===== src/rtl/write_back_arb_if.sv =====
`default_nettype none
// ============================================================================
// Module      : write_back_arb_if
// Description : Execute-unit result handshake and register-write bus seen by
//               write_back_arb. The execute side drives the master modport,
//               the arbiter uses the slave modport.
// Revision    : 1.0 - initial release
// ============================================================================
interface write_back_arb_if #(
    parameter int N_SRC         = 2,
    parameter int LEN_PREG_ADDR = 6,
    parameter int LEN_WORD      = 32,
    parameter int LEN_CONTEXT   = 4
);
    logic [N_SRC-1:0]                  src_valid;
    logic [N_SRC-1:0]                  src_ready;
    logic [N_SRC*LEN_PREG_ADDR-1:0]    src_pa_rd;
    logic [N_SRC*LEN_WORD-1:0]         src_data;
    logic [N_SRC*LEN_CONTEXT-1:0]      src_context;
    logic                              branch_hazard;
    logic [LEN_CONTEXT-1:0]            hazard_context_info;
    logic [LEN_PREG_ADDR+LEN_WORD:0]   w_write_d_r;

    modport master (
        output src_valid, src_pa_rd, src_data, src_context,
        output branch_hazard, hazard_context_info,
        input  src_ready, w_write_d_r
    );

    modport slave (
        input  src_valid, src_pa_rd, src_data, src_context,
        input  branch_hazard, hazard_context_info,
        output src_ready, w_write_d_r
    );
endinterface
`default_nettype wire


===== src/rtl/write_back_arb.sv =====
`default_nettype none
// ============================================================================
// Module      : write_back_arb
// Description : Buffers results from N_SRC execute units in per-source FIFOs
//               and serialises them, round-robin, into one register write
//               per cycle. Results of squashed branch contexts are dropped.
// Revision    : 1.0 - initial release
// ============================================================================
module write_back_arb #(
    parameter int N_SRC         = 2,
    parameter int DEPTH         = 4,
    parameter int LEN_PREG_ADDR = 6,
    parameter int LEN_WORD      = 32,
    parameter int LEN_CONTEXT   = 4
) (
    input  logic             clk,
    input  logic             rstn,
    write_back_arb_if.slave  bus
);
    localparam int ADDR_W = $clog2(DEPTH);
    localparam int CNT_W  = $clog2(DEPTH) + 1;
    localparam int PTR_W  = (N_SRC > 1) ? $clog2(N_SRC) : 1;

    logic [N_SRC-1:0]               ready;
    logic [N_SRC-1:0]               push;
    logic [N_SRC-1:0]               pop;
    logic [N_SRC-1:0]               head_valid;
    logic [N_SRC-1:0]               head_live;
    logic [N_SRC-1:0]               head_squash;
    logic [N_SRC-1:0]               cand;
    logic [N_SRC-1:0]               grant;
    logic [N_SRC*LEN_PREG_ADDR-1:0] head_pa;
    logic [N_SRC*LEN_WORD-1:0]      head_data;
    logic [N_SRC*LEN_CONTEXT-1:0]   head_ctx;

    logic [PTR_W-1:0]               rr_ptr;
    logic [PTR_W-1:0]               grant_idx;
    logic                           grant_any;

    logic                           out_valid;
    logic [LEN_PREG_ADDR-1:0]       out_pa;
    logic [LEN_WORD-1:0]            out_data;
    logic [LEN_CONTEXT-1:0]         out_ctx;
    logic                           w_order;

    assign bus.src_ready = ready;

    for (genvar i = 0; i < N_SRC; i++) begin : g_src
        logic [DEPTH-1:0]         live_mem;
        logic [LEN_PREG_ADDR-1:0] pa_mem   [DEPTH];
        logic [LEN_WORD-1:0]      data_mem [DEPTH];
        logic [LEN_CONTEXT-1:0]   ctx_mem  [DEPTH];
        logic [ADDR_W-1:0]        wr_ptr;
        logic [ADDR_W-1:0]        rd_ptr;
        logic [CNT_W-1:0]         count;
        logic [LEN_CONTEXT-1:0]   in_ctx;

        assign in_ctx = bus.src_context[i*LEN_CONTEXT +: LEN_CONTEXT];

        // Ready looks only at the registered count, so a full FIFO never
        // accepts even when it is popping in the same cycle.
        assign ready[i]      = ~rstn & (count != CNT_W'(DEPTH));
        assign push[i]       = bus.src_valid[i] & ready[i];
        assign head_valid[i] = (count != '0);
        assign head_live[i]  = head_valid[i] & live_mem[rd_ptr];
        assign head_squash[i] = bus.branch_hazard &
                                (|(ctx_mem[rd_ptr] & bus.hazard_context_info));
        // Dead heads drain every cycle without consuming a grant.
        assign pop[i]        = head_valid[i] & (~live_mem[rd_ptr] | grant[i]);

        assign head_pa  [i*LEN_PREG_ADDR +: LEN_PREG_ADDR] = pa_mem[rd_ptr];
        assign head_data[i*LEN_WORD      +: LEN_WORD]      = data_mem[rd_ptr];
        assign head_ctx [i*LEN_CONTEXT   +: LEN_CONTEXT]   = ctx_mem[rd_ptr];

        // Payload storage; contents are don't-care while their slot is empty.
        always_ff @(posedge clk) begin
            if (push[i]) begin
                pa_mem[wr_ptr]   <= bus.src_pa_rd[i*LEN_PREG_ADDR +: LEN_PREG_ADDR];
                data_mem[wr_ptr] <= bus.src_data[i*LEN_WORD +: LEN_WORD];
                ctx_mem[wr_ptr]  <= in_ctx;
            end
        end

        // Pointers, occupancy and live flags, including squash of stored
        // entries and of an entry being pushed under a matching hazard.
        always_ff @(posedge clk) begin
            if (rstn) begin
                wr_ptr   <= '0;
                rd_ptr   <= '0;
                count    <= '0;
                live_mem <= '0;
            end else begin
                for (int j = 0; j < DEPTH; j++) begin
                    if (bus.branch_hazard &&
                        (|(ctx_mem[j] & bus.hazard_context_info))) begin
                        live_mem[j] <= 1'b0;
                    end
                end
                if (push[i]) begin
                    live_mem[wr_ptr] <= ~(bus.branch_hazard &
                                          (|(in_ctx & bus.hazard_context_info)));
                    wr_ptr <= wr_ptr + 1'b1;
                end
                if (pop[i]) begin
                    rd_ptr <= rd_ptr + 1'b1;
                end
                count <= count + CNT_W'(push[i]) - CNT_W'(pop[i]);
            end
        end
    end

    // A head that dies through this cycle's squash is not a candidate.
    assign cand = head_live & ~head_squash;

    // Round-robin pick: first candidate at or after rr_ptr, wrapping.
    always_comb begin
        int               idx;
        logic [PTR_W-1:0] idx_s;
        grant     = '0;
        grant_idx = '0;
        grant_any = 1'b0;
        idx       = 0;
        idx_s     = '0;
        for (int off = 0; off < N_SRC; off++) begin
            idx = int'(rr_ptr) + off;
            if (idx >= N_SRC) begin
                idx = idx - N_SRC;
            end
            idx_s = PTR_W'(idx);
            if (!grant_any && cand[idx_s]) begin
                grant_any    = 1'b1;
                grant[idx_s] = 1'b1;
                grant_idx    = idx_s;
            end
        end
    end

    // Output register reloads every cycle; the pointer moves only on a grant.
    always_ff @(posedge clk) begin
        if (rstn) begin
            out_valid <= 1'b0;
            out_pa    <= '0;
            out_data  <= '0;
            out_ctx   <= '0;
            rr_ptr    <= '0;
        end else begin
            out_valid <= grant_any;
            out_pa    <= head_pa  [grant_idx*LEN_PREG_ADDR +: LEN_PREG_ADDR];
            out_data  <= head_data[grant_idx*LEN_WORD      +: LEN_WORD];
            out_ctx   <= head_ctx [grant_idx*LEN_CONTEXT   +: LEN_CONTEXT];
            if (grant_any) begin
                if (grant_idx == PTR_W'(N_SRC - 1)) begin
                    rr_ptr <= '0;
                end else begin
                    rr_ptr <= grant_idx + 1'b1;
                end
            end
        end
    end

    // x0 is never written, and a squash kills the registered result at once.
    assign w_order = out_valid & (out_pa != '0) &
                     ~(bus.branch_hazard & (|(out_ctx & bus.hazard_context_info)));

    assign bus.w_write_d_r = {w_order, out_pa, out_data};

endmodule
`default_nettype wire


===== src/flat_wrapper.sv =====
// flat-port wrapper written by rule: the top's interface ports become plain ports
module write_back_arb_flat 
#(
    parameter int N_SRC         = 2,
    parameter int DEPTH         = 4,
    parameter int LEN_PREG_ADDR = 6,
    parameter int LEN_WORD      = 32,
    parameter int LEN_CONTEXT   = 4
)
  (clk, rstn, bus_src_valid, bus_src_pa_rd, bus_src_data, bus_src_context, bus_branch_hazard, bus_hazard_context_info, bus_src_ready, bus_w_write_d_r);
  write_back_arb_if #(.N_SRC(N_SRC), .LEN_PREG_ADDR(LEN_PREG_ADDR), .LEN_WORD(LEN_WORD), .LEN_CONTEXT(LEN_CONTEXT)) bus_i ();
  input  logic clk;
  input  logic rstn;
  input wire logic [$bits(bus_i.src_valid)-1:0] bus_src_valid;
  input wire logic [$bits(bus_i.src_pa_rd)-1:0] bus_src_pa_rd;
  input wire logic [$bits(bus_i.src_data)-1:0] bus_src_data;
  input wire logic [$bits(bus_i.src_context)-1:0] bus_src_context;
  input wire logic [$bits(bus_i.branch_hazard)-1:0] bus_branch_hazard;
  input wire logic [$bits(bus_i.hazard_context_info)-1:0] bus_hazard_context_info;
  output wire logic [$bits(bus_i.src_ready)-1:0] bus_src_ready;
  output wire logic [$bits(bus_i.w_write_d_r)-1:0] bus_w_write_d_r;
  assign bus_i.src_valid = bus_src_valid;
  assign bus_i.src_pa_rd = bus_src_pa_rd;
  assign bus_i.src_data = bus_src_data;
  assign bus_i.src_context = bus_src_context;
  assign bus_i.branch_hazard = bus_branch_hazard;
  assign bus_i.hazard_context_info = bus_hazard_context_info;
  assign bus_src_ready = bus_i.src_ready;
  assign bus_w_write_d_r = bus_i.w_write_d_r;
  write_back_arb #(.N_SRC(N_SRC), .DEPTH(DEPTH), .LEN_PREG_ADDR(LEN_PREG_ADDR), .LEN_WORD(LEN_WORD), .LEN_CONTEXT(LEN_CONTEXT)) u_core (.clk(clk), .rstn(rstn), .bus(bus_i));
endmodule

===== config.mk =====
export PLATFORM = sky130hd
export DESIGN_NAME = write_back_arb_flat
export DESIGN_NICKNAME = d
export VERILOG_FILES = /design/src/rtl/write_back_arb_if.sv /design/src/rtl/write_back_arb.sv /design/src/flat_wrapper.sv
export SDC_FILE = /design/constraint.sdc
export NUM_CORES = 1
export LEC_CHECK = 0
export ABC_AREA = 1
export BUFFER_PORTS_ARGS = -buffer_cell sky130_fd_sc_hd__buf_2
export CORE_UTILIZATION = 40
export CTS_BUF_LIST = sky130_fd_sc_hd__clkbuf_8
export CTS_CLUSTER_SIZE = 12
export DETAILED_ROUTE_END_ITERATION = 7
export SLEW_MARGIN = 20
export SYNTH_ARGS = -nofsm -noshare
export SYNTH_HDL_FRONTEND = slang
export SYNTH_SLANG_ARGS = --single-unit

===== constraint.sdc =====
create_clock -name clk -period 4.8 [get_ports clk]
set_clock_uncertainty 0.1 [all_clocks]
set_input_delay 0.96 -clock clk [delete_from_list [all_inputs] [get_ports clk]]
set_output_delay 0.96 -clock clk [all_outputs]
set_load 0.02 [all_outputs]

==> run summary, run 1 <==
For this run, the number of Yosys warnings is 0. Pin placement for this block handled 134 I/O pins. Clock tree synthesis selected as its root buffer the cell clkbuf_8. The post-place setup slack is 1260 ps, and the post-CTS setup buffer count is 0. Across all layers, the routed design uses 10300 vias.

The first global-routing pass estimated 58.9 mm of wire. At the end of routability-driven placement, the weighted congestion stood at 0.938. The compound-gate portion of the synthesized area is 0.110, and the level count of the clock H-tree is 3.

The hold violation total from the final report is 0, and the global routing usage summed across all routing layers is 0.199. Entering global routing, the biggest net connects 77 pins. For the post-detailed-placement cell area, the log shows 16700 sq um. In the final timing run, aggregate negative setup slack is 0 ps. The number of clock sinks was 406; the sum of buffers and inverters on the critical path was 4. The floorplan step defined a die boundary enclosing 39700 sq um. The highest clock frequency the design can meet is 286 MHz.

The share of the clock period used by the worst path came out at 0.728. In the post-route analysis, the smallest setup slack over all paths is 1310 ps. The share of synthesized cell area in and, or, nand and nor gates is 0.106.

The worst setup path is captured at a register. Setup repair after global routing left no endpoint under its margin. For the worst-skew pair later-pin latency, the log shows 590 ps.

The routed via count divided by cell count was 5.16; the adder and majority gate portion of the synthesized area was 0.0122. The run gives 0.448 as the worst relative slew slack. The vertical die dimension was 199 um; the half-perimeter wire length after placement was 23.0 mm. The number of global-route vias before repair was 10100. The floorplan has 71 rows.

The largest voltage drop on the vdd net came out at 345 uV. The signal on the critical path passes through inv_1 -> nand3_1 -> nand3_1 -> nand2_1 -> nor2_1 -> nor2_1 -> nor2_1 -> nand2_1 -> nand2_1 -> nand2_1 -> inv_1 -> ha_1 -> inv_1 -> ha_1 -> inv_1 -> fa_1 -> xor2_1 -> o21ai_0 -> a21oi_1. The first detailed-routing pass ran for 4 iterations. The max-cap violation count was 0; the area share of xor/xnor cells in the synthesized design was 0.00225.

The count of buffers added on input and output ports is 133. The flip-flop and latch count after synthesis is 406, and the number of distinct library cells after synthesis is 27. Counting the fill cells in the layout gives 3483. The initial DRC count came out at 709.

After clock tree synthesis, the clock-pin slew on the worst setup and hold paths is 60 ps. The required time at the worst-slack endpoint was 5160 ps. By area, the combinational part of the netlist is dominated by compound AO/OA/AOI/OAI gates.

The total standard cell area after synthesis is 15600 sq um. edfxtp_1 takes more of the synthesized area than any other cell. Global routing finished with a remaining overflow of 0. For the pin with the worst max-slew slack, the measured transition is 827 ps. The detailed-route wire length per cell was 19.5 um. Setup violations remaining at the end of the flow were counted as 0. No sink is reached through more buffers than the 3 on the longest clock path. The total power divided by cell area was 571 nW/um^2; the final design area excluding fillers was 18000 sq um. The number of hold buffers added after CTS was 0.

On the worst path, the slowest cell contributes a delay of 600 ps. The logs give 7 for the number of antenna violations at the first check in global routing and 0 for the number of max-slew violations in the final report. The effective utilization at floorplan was 0.410. Family with the most delay on the worst path: simple AND/OR/NAND/NOR gates.

Dividing the synthesized area by the synthesized cell count gives 12.2 sq um. In this run the worst hold path is classified as register to register. The mux cell area share after synthesis was 0; the utilization after layout was 0.475. The number of gates resized after CTS was 0.

The tools report the leakage power of the design as 6.59 nW. The share of synthesized area occupied by flip-flops and latches is 0.739, and the remaining design rule violation count is 0. TritonCTS built the clock tree. Yosys attributes the largest share of cell area to edfxtp_1, dfxtp_1, o21ai_0. The smallest clock period supported by the final layout is computed as 3490 ps.

Along the worst path, the maximum fanout reaches 20. The critical path is of the register to register type. The worst setup path is launched from a register.

The area share of the largest cell type after synthesis is 0.649. Relative to the synthesized area, the layout overhead comes to 15.9%. The CTS buffer count was 68. Proportion of layout cells with a drive suffix above 1: 0.170.

For this design, the slowest cell found on the critical path is inv_1. The final layout contains routed wiring with a total length of 38.8 mm. The floorplan step set the die width to 199 um.

The logs give 1380 for the number of nets produced by synthesis and 1526 for the net total in the final layout. The core region is 37900 sq um. Data on the critical path arrives at its endpoint at 3850 ps. In this run the remaining antenna-violating nets after routing total 0. The flow ran to the end, and the final reports show no timing, DRC or antenna violations. The logs give 1273 for the number of instances in the synthesized netlist and 389 ps for the final hold slack.
## cell families after synthesis
kind of cell | after synthesis
AO/OA/AOI/OAI | 317
buffers and inverters | 118
flip-flops | 406
AND/OR/NAND/NOR | 414
adder cells (fa/ha/maj) | 14
XOR/XNOR | 4
## layer usage
metal | up-vias | track usage | share of wire
li1 | 4881 | - | -
met5 | - | 0 | 0.0016
met3 | 86 | 0.0498 | 0.069
met4 | 10 | 0.0732 | 0.027
met1 | 4950 | 0.256 | 0.43
met2 | 335 | 0.326 | 0.48
## Yosys cell counts
library cell / count
o21ai_0: 145
o21a_1: 1
a22o_1: 4
edfxtp_1: 336
nand2_1: 168
or4_1: 1
nor3_1: 14
dfxtp_1: 70
inv_2: 3
nand4_1: 9
nor2_1: 183
nand2_2: 1
o31ai_1: 1
nor2_4: 1
buf_2: 8
clkbuf_1: 62
o21ai_1: 24
o211ai_1: 2
fa_1: 2
xor2_1: 4
nand3_1: 37
a21oi_1: 64
buf_6: 1
o22ai_1: 76
ha_1: 12
inv_1: 39
buf_4: 5
## report_power, final
group	total [mW]	switching, mW	internal (mW)
clock	2.86	1.35	1.51
sequential	4.44	0.226	4.21
combinational	3.01	2.12	0.891
## metrics by stage
step	cells	power, mW
finish	1988	10.3
global route	1985	10.9
CTS	1985	10.4
detailed placement	1860	7.56
global placement	1860	7.53
floorplan	1273	6.44
## cells in the final DEF, fill, tap and decap left out, types with 2 or more instances in the layout
master / n
o21ai_1: 24
o21ai_0: 145
o211ai_1: 2
nand2_1: 168
a21oi_1: 64
nand4_1: 9
clkinv_2: 3
edfxtp_1: 336
clkbuf_8: 76
buf_2: 133
clkinv_1: 11
fa_1: 2
dfxtp_2: 2
nand3_1: 37
nor3_1: 14
a22o_1: 4
xor2_1: 4
nor2_4: 9
ha_1: 12
inv_2: 3
buf_4: 19
nor2_1: 175
dfxtp_1: 68
o22ai_1: 76
diode_2: 3
inv_8: 2
inv_1: 70
## final timing paths
path | start | end | slack, ps | cells after the start
min | u_core.g_src[0].count[2]$_SDFF_PP0_ | u_core.g_src[0].count[2]$_SDFF_PP0_ | 390 | 1
max reg2reg | register | u_core.g_src[0].count[2]$_SDFF_PP0_ | 1310 | 19
min reg2reg | u_core.g_src[0].count[2]$_SDFF_PP0_ | u_core.g_src[0].count[2]$_SDFF_PP0_ | 390 | 1
max | register | u_core.g_src[0].count[2]$_SDFF_PP0_ | 1310 | 19
## area by class of cell
cell class / count / area [sq um] / share of cell area
diodes: 3 / 7.51 / 0.000416
clock buffers: 76 / 1050 / 0.0580
clock inverters: 49 / 233 / 0.0129
inverters: 42 / 158 / 0.00874
multi-input cells: 749 / 3650 / 0.202
flip-flops and latches: 406 / 11500 / 0.637
well taps: 511 / 639 / 0.0355
repair buffers: 152 / 808 / 0.0448
## state kept, by name (all words and copies together), names as in the netlist, named ones only
name                   cells
u_core.g_src.wr_ptr        4
u_core.g_src.data_mem    256
u_core.g_src.ctx_mem      32
u_core.g_src.rd_ptr        4
u_core.out_data           32
u_core.g_src.live_mem      8
u_core.g_src.pa_mem       48
u_core.out_valid           1
u_core.g_src.count         6
u_core.out_pa              6
u_core.rr_ptr              1
u_core.out_ctx             4
Note: power is estimated with default switching activity, not from simulation.
==> run 2: changes to the inputs <==
Settings changed: ABC_AREA 1 to 0.
Clock period 4.8 ns to 3.6 ns, I/O delays scaled along.
==> run summary, run 2 <==
Among cell families on the critical path, the largest total delay comes from adder cells. The register with the most flip-flops in the layout has 256 of them. The utilization after layout came out at 0.480. By area, the combinational part of the netlist is dominated by multiplexers. Setup repair after global routing left no endpoint under its margin. The share of synthesized cell area in and, or, nand and nor gates is 0.0379, and the final period demand of the worst path is 3180 ps. The share of the clock period used by the worst path works out to 0.885. Type of the worst setup path: register to register.

The synthesized design contains 336 enable-type register cells. Leaving out fill and tap cells, the most frequent cells in the layout are edfxtp_1, buf_2, mux4_2, clkbuf_8, dfxtp_1. The max-cap violation count is 0, and the final hold slack is 234 ps. The cell type with the largest total area after synthesis was edfxtp_1. In this run the deepest clock path goes through 3 buffers.

The worst relative slew slack is 0.344, and the area overhead of the layout relative to synthesis is 17.8%. The number of vias in the routed layout was 7816; the proportion of layout cells with a drive suffix above 1 was 0.335. In this run the clock root is driven by a clkbuf_8. The die is 198 um tall. The hold-fix buffer count after cts is 0, and the post-cts gate resize count is 0. The number of cells traversed by the worst hold path was 1; the number of antenna violations at the first check in global routing was 7. Cell with the biggest individual delay on the critical path: buf_4.

The first TritonRoute pass finished after 5 iterations. Compound-gate portion of the synthesized area: 0.0277. The worst stage delay on the critical path came out at 430 ps.

The run gives 0.748 as the share of synthesized area occupied by flip-flops and latches. The fraction of power consumed by the clock network came out at 0.322. OpenSTA, run right after detailed placement, puts the worst setup slack at 276 ps. Walking the worst path, the cells encountered are buf_4 -> inv_1 -> a41oi_1 -> nand4_1 -> o21bai_4 -> a21oi_1 -> ha_1 -> inv_1 -> ha_1 -> fa_1 -> xnor2_1 -> xnor2_1 -> nor2_1.

The HPWL after detailed placement is 20.1 mm. TritonCTS built the clock tree. Port buffering added 133 buffers. The level count of the clock H-tree is 3, and the placer congestion estimate is 0.791. Among all flip-flop cells after synthesis, the most frequent one is edfxtp_1. The finished layout holds 1550 standard cells, fillers aside. The later pin in the worst-skew pair is clocked with a latency of 600 ps. The area share of the largest cell type after synthesis was 0.656.

The most common library cell in the layout ignoring fill and taps is edfxtp_1. In this run the remaining antenna-violating nets after routing total 0. The tools report the net total in the final layout as 1085. Yosys printed 0 warnings. The number of max-slew violations in the final report came out at 0.

Yosys attributes the largest share of cell area to edfxtp_1, mux4_2, dfxtp_1. The die covers 39200 sq um. By count the netlist is led by edfxtp_1, mux4_2, dfxtp_1. For the sequential share of power, the log shows 0.462. The flow ran to the end, and the final reports show no timing, DRC or antenna violations.

The first global-routing pass estimated 50.7 mm of wire. The logs give 406 for the number of clock sinks and 0 for the remaining design rule violation count. The logs give 0 for the post-CTS setup buffer count and 3560 ps for the data arrival time of the worst path. The setup check on the worst reg-to-reg path leaves a slack of 420 ps. The die is 198 um wide.

The mux cell area share after synthesis was 0.155; the CTS buffer count was 69. After the first detailed-routing iteration, the DRC count stood at 475. STA classifies the critical path startpoint as a register. The global routing usage summed across all routing layers was 0.179; the total power divided by cell area was 684 nW/um^2. The tools report the routed wire length as 33.5 mm.

The logs give 0.216 for the combinational fraction of design power and 0 ps for the sum of negative setup slack. The tools report the largest voltage drop on the vdd net as 604 uV. The worst hold path begins at bus_src_data[4]. Dividing the detail-routed wire length by the instance count gives 21.6 um.

The internal portion of the total power is 8.97 mW. The area share of xor/xnor cells in the synthesized design is 0.00342, and the net switching component of the power is 3.42 mW. The share of async-settable or async-resettable flops after synthesis is 0. The maximum number of pins on one net before global-route repair is 46, and the final setup violation count is 0. The register name with the most flops is u_core.g_src.data_mem. Dividing the detail-routed via count by the number of cells gives 5.04.

The tightest min-delay check is of the input port to register type. Summed over all cells, the static leakage comes to 6.53 nW. Clock-pin slew on the worst setup and hold paths: 60 ps. The total standard cell area after synthesis was 15400 sq um. At the pin with the least slew margin, the transition time is 983 ps.

134 I/O pins were placed. The filler cells instantiated in the layout total 3231. The average footprint of a synthesized cell is 19.3 sq um.

For the overflow left after global routing, the log shows 0. The tools report the effective utilization at floorplan as 0.407. The sum of buffers and inverters on the critical path is 3, and the number of rows in the core area is 71. The run gives 314 MHz as the highest clock frequency the design can meet. The floorplan step defined a core boundary enclosing 37800 sq um. The adder and majority gate portion of the synthesized area works out to 0.0124. Endpoint of the worst-slack reg-to-reg timing path: u_core.g_src[1].count[2]$_SDFF_PP0_. The number of nets handed over by synthesis was 904.

Along the worst path, the maximum fanout reaches 23. The number of instances in the synthesized netlist is 797. For hold timing, the worst endpoint is u_core.g_src[0].data_mem[3][4]$_DFFE_PP_. The largest registers in the layout are u_core.g_src.data_mem: 256 flops, u_core.g_src.pa_mem: 48 flops. Data on the critical path is required at its endpoint by 3980 ps. Dominant cell by count in the synthesized netlist: edfxtp_1.

The flip-flop and latch count after synthesis was 406. The netlist uses 44 different library cells. The number of cells on the worst reg-to-reg path is 13. The fraction of power spent switching nets came out at 0.276.

The hold violation total from the final report came out at 0. Setup slack closes at 415 ps. The element type at the critical path end is a register. After detailed placement, the design holds a cell count of 1418. Number of global-route vias before repair: 8350.
## run 2: power groups by stage
stage	clock, mW	sequential (mW)	combinational (mW)
after floorplan	0	5.89	1.84
after global placement	0	5.82	2.72
after detailed placement	0	5.82	2.74
after CTS	4.10	5.73	2.75
after global routing	4.31	5.77	2.95
final	3.99	5.72	2.68
## run 2: cell families (layout without fill, tap and decap cells)
| logic type | after synthesis | count (layout) |
|---|---|---|
| simple gates | 120 | 120 |
| fa+ha+maj | 14 | 14 |
| flops | 406 | 406 |
| mux | 134 | 134 |
| other cells | 0 | 5 |
| buf+inv | 56 | 293 |
| compound gates | 61 | 61 |
| xor+xnor | 6 | 6 |
## run 2: final cells by class
cell class	count	area [sq um]	share of cell area
Multi-Input combinational cell	335	3690	0.204
Timing Repair Buffer	151	853	0.0471
Inverter	15	56.3	0.00311
Clock inverter	47	254	0.0140
Sequential cell	406	11500	0.635
Tap cell	511	639	0.0353
Clock buffer	80	1100	0.0608
Antenna cell	5	12.5	0.000691
## run 2: layer usage
metal  track usage  vias to the layer above  wire length, um
li1              -                     3566                -
met1         0.227                     3980            14100
met2         0.300                      197            16600
met3        0.0455                       65             1970
met4        0.0577                        8              697
met5             0                        -               47
## run 2: worst max path at each step
stage / from / end / slack, ps / cells past startpoint
floorplan: bus_branch_hazard / u_core.g_src[1].count[2]$_SDFF_PP0_ / 150 / 15
global placement: bus_branch_hazard / u_core.g_src[1].count[2]$_SDFF_PP0_ / 300 / 13
detailed placement: bus_branch_hazard / u_core.g_src[1].count[2]$_SDFF_PP0_ / 280 / 13
CTS: register / u_core.g_src[1].count[2]$_SDFF_PP0_ / 360 / 13
global route: register / u_core.g_src[1].count[2]$_SDFF_PP0_ / 90 / 13
finish: register / u_core.g_src[1].count[2]$_SDFF_PP0_ / 420 / 13
## run 2: through the flow
stage,total power [mW],cell area [sq um]
final,12.4,18100
after global routing,13.0,18100
after CTS,12.6,18100
after detailed placement,8.57,16700
after global placement,8.54,16700
after floorplan,7.73,15400
==> run 3: changes to the inputs <==
==> constraint.sdc (replaced) <==
create_clock -name clk -period 3.6 [get_ports clk]
set_clock_uncertainty 0.1 [all_clocks]
set_input_delay 0 -clock clk [delete_from_list [all_inputs] [get_ports clk]]
set_output_delay 0 -clock clk [all_outputs]
set_load 0.02 [all_outputs]
==> run summary, run 3 (same netlist as run 2, synthesis figures left out) <==
The run gives 0 as the number of max-slew violations in the final report. The routed wire length is 33.0 mm, and the cell depth of the worst flop-to-flop path is 12. The number of input and output port buffers inserted is 133, and the number of vias in the routed layout is 8090.

The area of the core came out at 37800 sq um. The number of antenna violations at the first check in global routing was 0. In this run the power density over the cells is 657 nW/um^2. The final layout contains 1174 nets.

The run gives 0.176 as the global routing usage summed across all routing layers. The run finished with clean final reports. Fill cells in the final layout number 3179. Sum of negative setup slack: 0 ps.

The tools report the origin of the worst min-delay path as bus_hazard_context_info[0]. Including well taps, the total number of placed cells is 1412. The internal power of the cells totals 9.02 mW.

The first global-routing pass estimated 50.7 mm of wire. The tightest hold path in the finished design has a slack of 47.9 ps. The worst min-delay path class is input port to register. The CTS buffer count is 69. Ranked by flip-flop count, first place goes to u_core.g_src.data_mem. In this run the power spent charging and discharging nets is 3.42 mW. The proportion of layout cells with a drive suffix above 1 is 0.303. The remaining design rule violation count came out at 0.

Data arrives at the worst endpoint at 3530 ps. The library cells used most frequently in the layout, excluding fill and tap cells, are edfxtp_1, buf_2, dlygate4sd3_1, mux4_2, clkbuf_8. The worst-path maximum fanout was 6; the area overhead of the layout relative to synthesis was 23.2%.

The count of nets left with antenna violations once routing finished came out at 0. For the number of optimization iterations in the first detailed-route pass, the log shows 6. The run gives 3690 sq um as the area of combinational cells with multiple inputs. Clock latency on the worst-skew pair, taken at its later pin, is 600 ps.

The tools report the root buffer cell as clkbuf_8. Once placement finished, the instance area stood at 16600 sq um. The largest registers in the layout are u_core.g_src.data_mem: 256 flops, u_core.g_src.pa_mem: 48 flops. The detailed-route wire length per cell is 20.2 um. For this design, the sink count on the clock tree is 406.

The longest clock path from root to sink contains 3 buffers. TritonCTS built the clock tree. For the fraction of power consumed by the clock network, the log shows 0.320.

Measured along the y axis, the die boundary spans 198 um. The post-place setup slack was 410 ps; the clock-pin slew on the worst setup and hold paths was 60 ps. The largest voltage drop on the vdd net was 394 uV. The register with the most flip-flops in the layout has 256 of them. The number of cells traversed by the worst hold path works out to 5. The worst relative slew slack was 0.313. For this block, the initial DRC count from the detailed router was 480. The wire-length estimate of the detail-placed layout is 18.9 mm. The worst hold path terminates at u_core.g_src[1].live_mem[3]$_SDFF_PP0_. The number of gates resized after CTS was 0. The logs give 314 MHz for the highest clock frequency the design can meet and 416 ps for the worst setup slack after layout. In this run the register-to-register setup slack is 420 ps. The floorplan step set the die width to 198 um. The die covers 39200 sq um.

The tools report the combinational fraction of design power as 0.219. The run gives 1633 as the number of standard cells in the final layout excluding fillers. The worst-margin pin slew is 1030 ps, and the area occupied by registers is 11500 sq um.

The run gives 71 as the number of rows in the core area. The clock tree synthesis step divided the H-tree into 3 levels. The effective utilization at floorplan was 0.407; the final design area excluding fillers was 18900 sq um.

In the routed layout, each cell is associated on average with a via count of 4.95. Setup violations remaining at the end of the flow were counted as 0. At the end of routability-driven placement, the weighted congestion stood at 0.762. The routed design could run at a clock period as short as 3180 ps. The library cell used most frequently in the layout, excluding fill and tap cells, is edfxtp_1.

Overflow left after global routing: 0. Entering global routing, the biggest net connects 51 pins. The number of antenna diodes in the final layout is 0. Max-cap violations in this run came to 0.

The worst setup path is launched from a register. The endpoint of the worst-slack reg-to-reg timing path was u_core.g_src[1].count[2]$_SDFF_PP0_. For this design the static power due to leakage is 6.91 nW.

Setup repair after global routing left no endpoint under its margin. The run gives 8719 as the number of global-route vias before repair. Element type at the critical path end: a register. STA puts the critical path data required time at 3950 ps. The critical path in this run is classified as register to register. The I/O pin total came out at 134. The hold violation total from the final report is 0, and the share of the clock period used by the worst path is 0.884. The fraction of power spent switching nets came out at 0.275. The sequential share of power came out at 0.461.
## run 3: through the flow
step            util  total power, mW
2_1_floorplan      -             7.73
3_3_place_gp   0.441             8.52
3_5_place_dp   0.441             8.53
4_1_cts        0.502             12.6
5_1_grt        0.502             13.1
6_report       0.502             12.4
## run 3: how the worst max path moves through the flow
stage               startpoint                                   to  slack, ps  cells past startpoint
floorplan             register  u_core.g_src[1].count[2]$_SDFF_PP0_        200                     15
global placement      register  u_core.g_src[1].count[2]$_SDFF_PP0_        420                     12
detailed placement    register  u_core.g_src[1].count[2]$_SDFF_PP0_        410                     12
CTS                   register  u_core.g_src[1].count[2]$_SDFF_PP0_        400                     12
global route          register  u_core.g_src[1].count[2]$_SDFF_PP0_        200                     12
finish                register  u_core.g_src[1].count[2]$_SDFF_PP0_        420                     12
## run 3: critical path: stages, from the launching register on
cell and delay, ps:
dfxtp_4 400, mux4_2 530, a32oi_1 220, nand4_1 240
o21bai_4 190, a21oi_1 90, ha_1 300, inv_1 40
ha_1 210, fa_1 400, xnor2_1 170, xnor2_1 130
nor2_1 50
## run 3: area by class of cell
| type | instances | area share |
|---|---|---|
| flip-flops and latches | 406 | 0.608 |
| inverters | 15 | 0.00297 |
| repair buffers | 240 | 0.0902 |
| clock inverters | 50 | 0.0156 |
| multi-input cells | 335 | 0.195 |
| clock buffers | 76 | 0.0552 |
| well taps | 511 | 0.0338 |
## run 3: power by group through the flow
stage | registers [mW] | logic, mW | clock network [mW]
3_3_place_gp | 5.83 | 2.69 | 0
3_5_place_dp | 5.84 | 2.69 | 0
5_1_grt | 5.78 | 2.98 | 4.31
2_1_floorplan | 5.89 | 1.84 | 0
4_1_cts | 5.75 | 2.79 | 4.09
6_report | 5.74 | 2.72 | 3.98
## run 3: layer usage
metal / GRT usage / vias to the layer above / share of wire
li1: - / 3741 / -
met2: 0.286 / 220 / 0.48
met1: 0.233 / 4075 / 0.45
met4: 0.0571 / 0 / 0.018
met3: 0.0405 / 54 / 0.052
met5: 0 / - / 0
## run 3: timing repair
action                    4_1_cts  5_1_grt
setup buffers                   0        0
hold endpoints to repair      374        0
hold buffers                   95        0
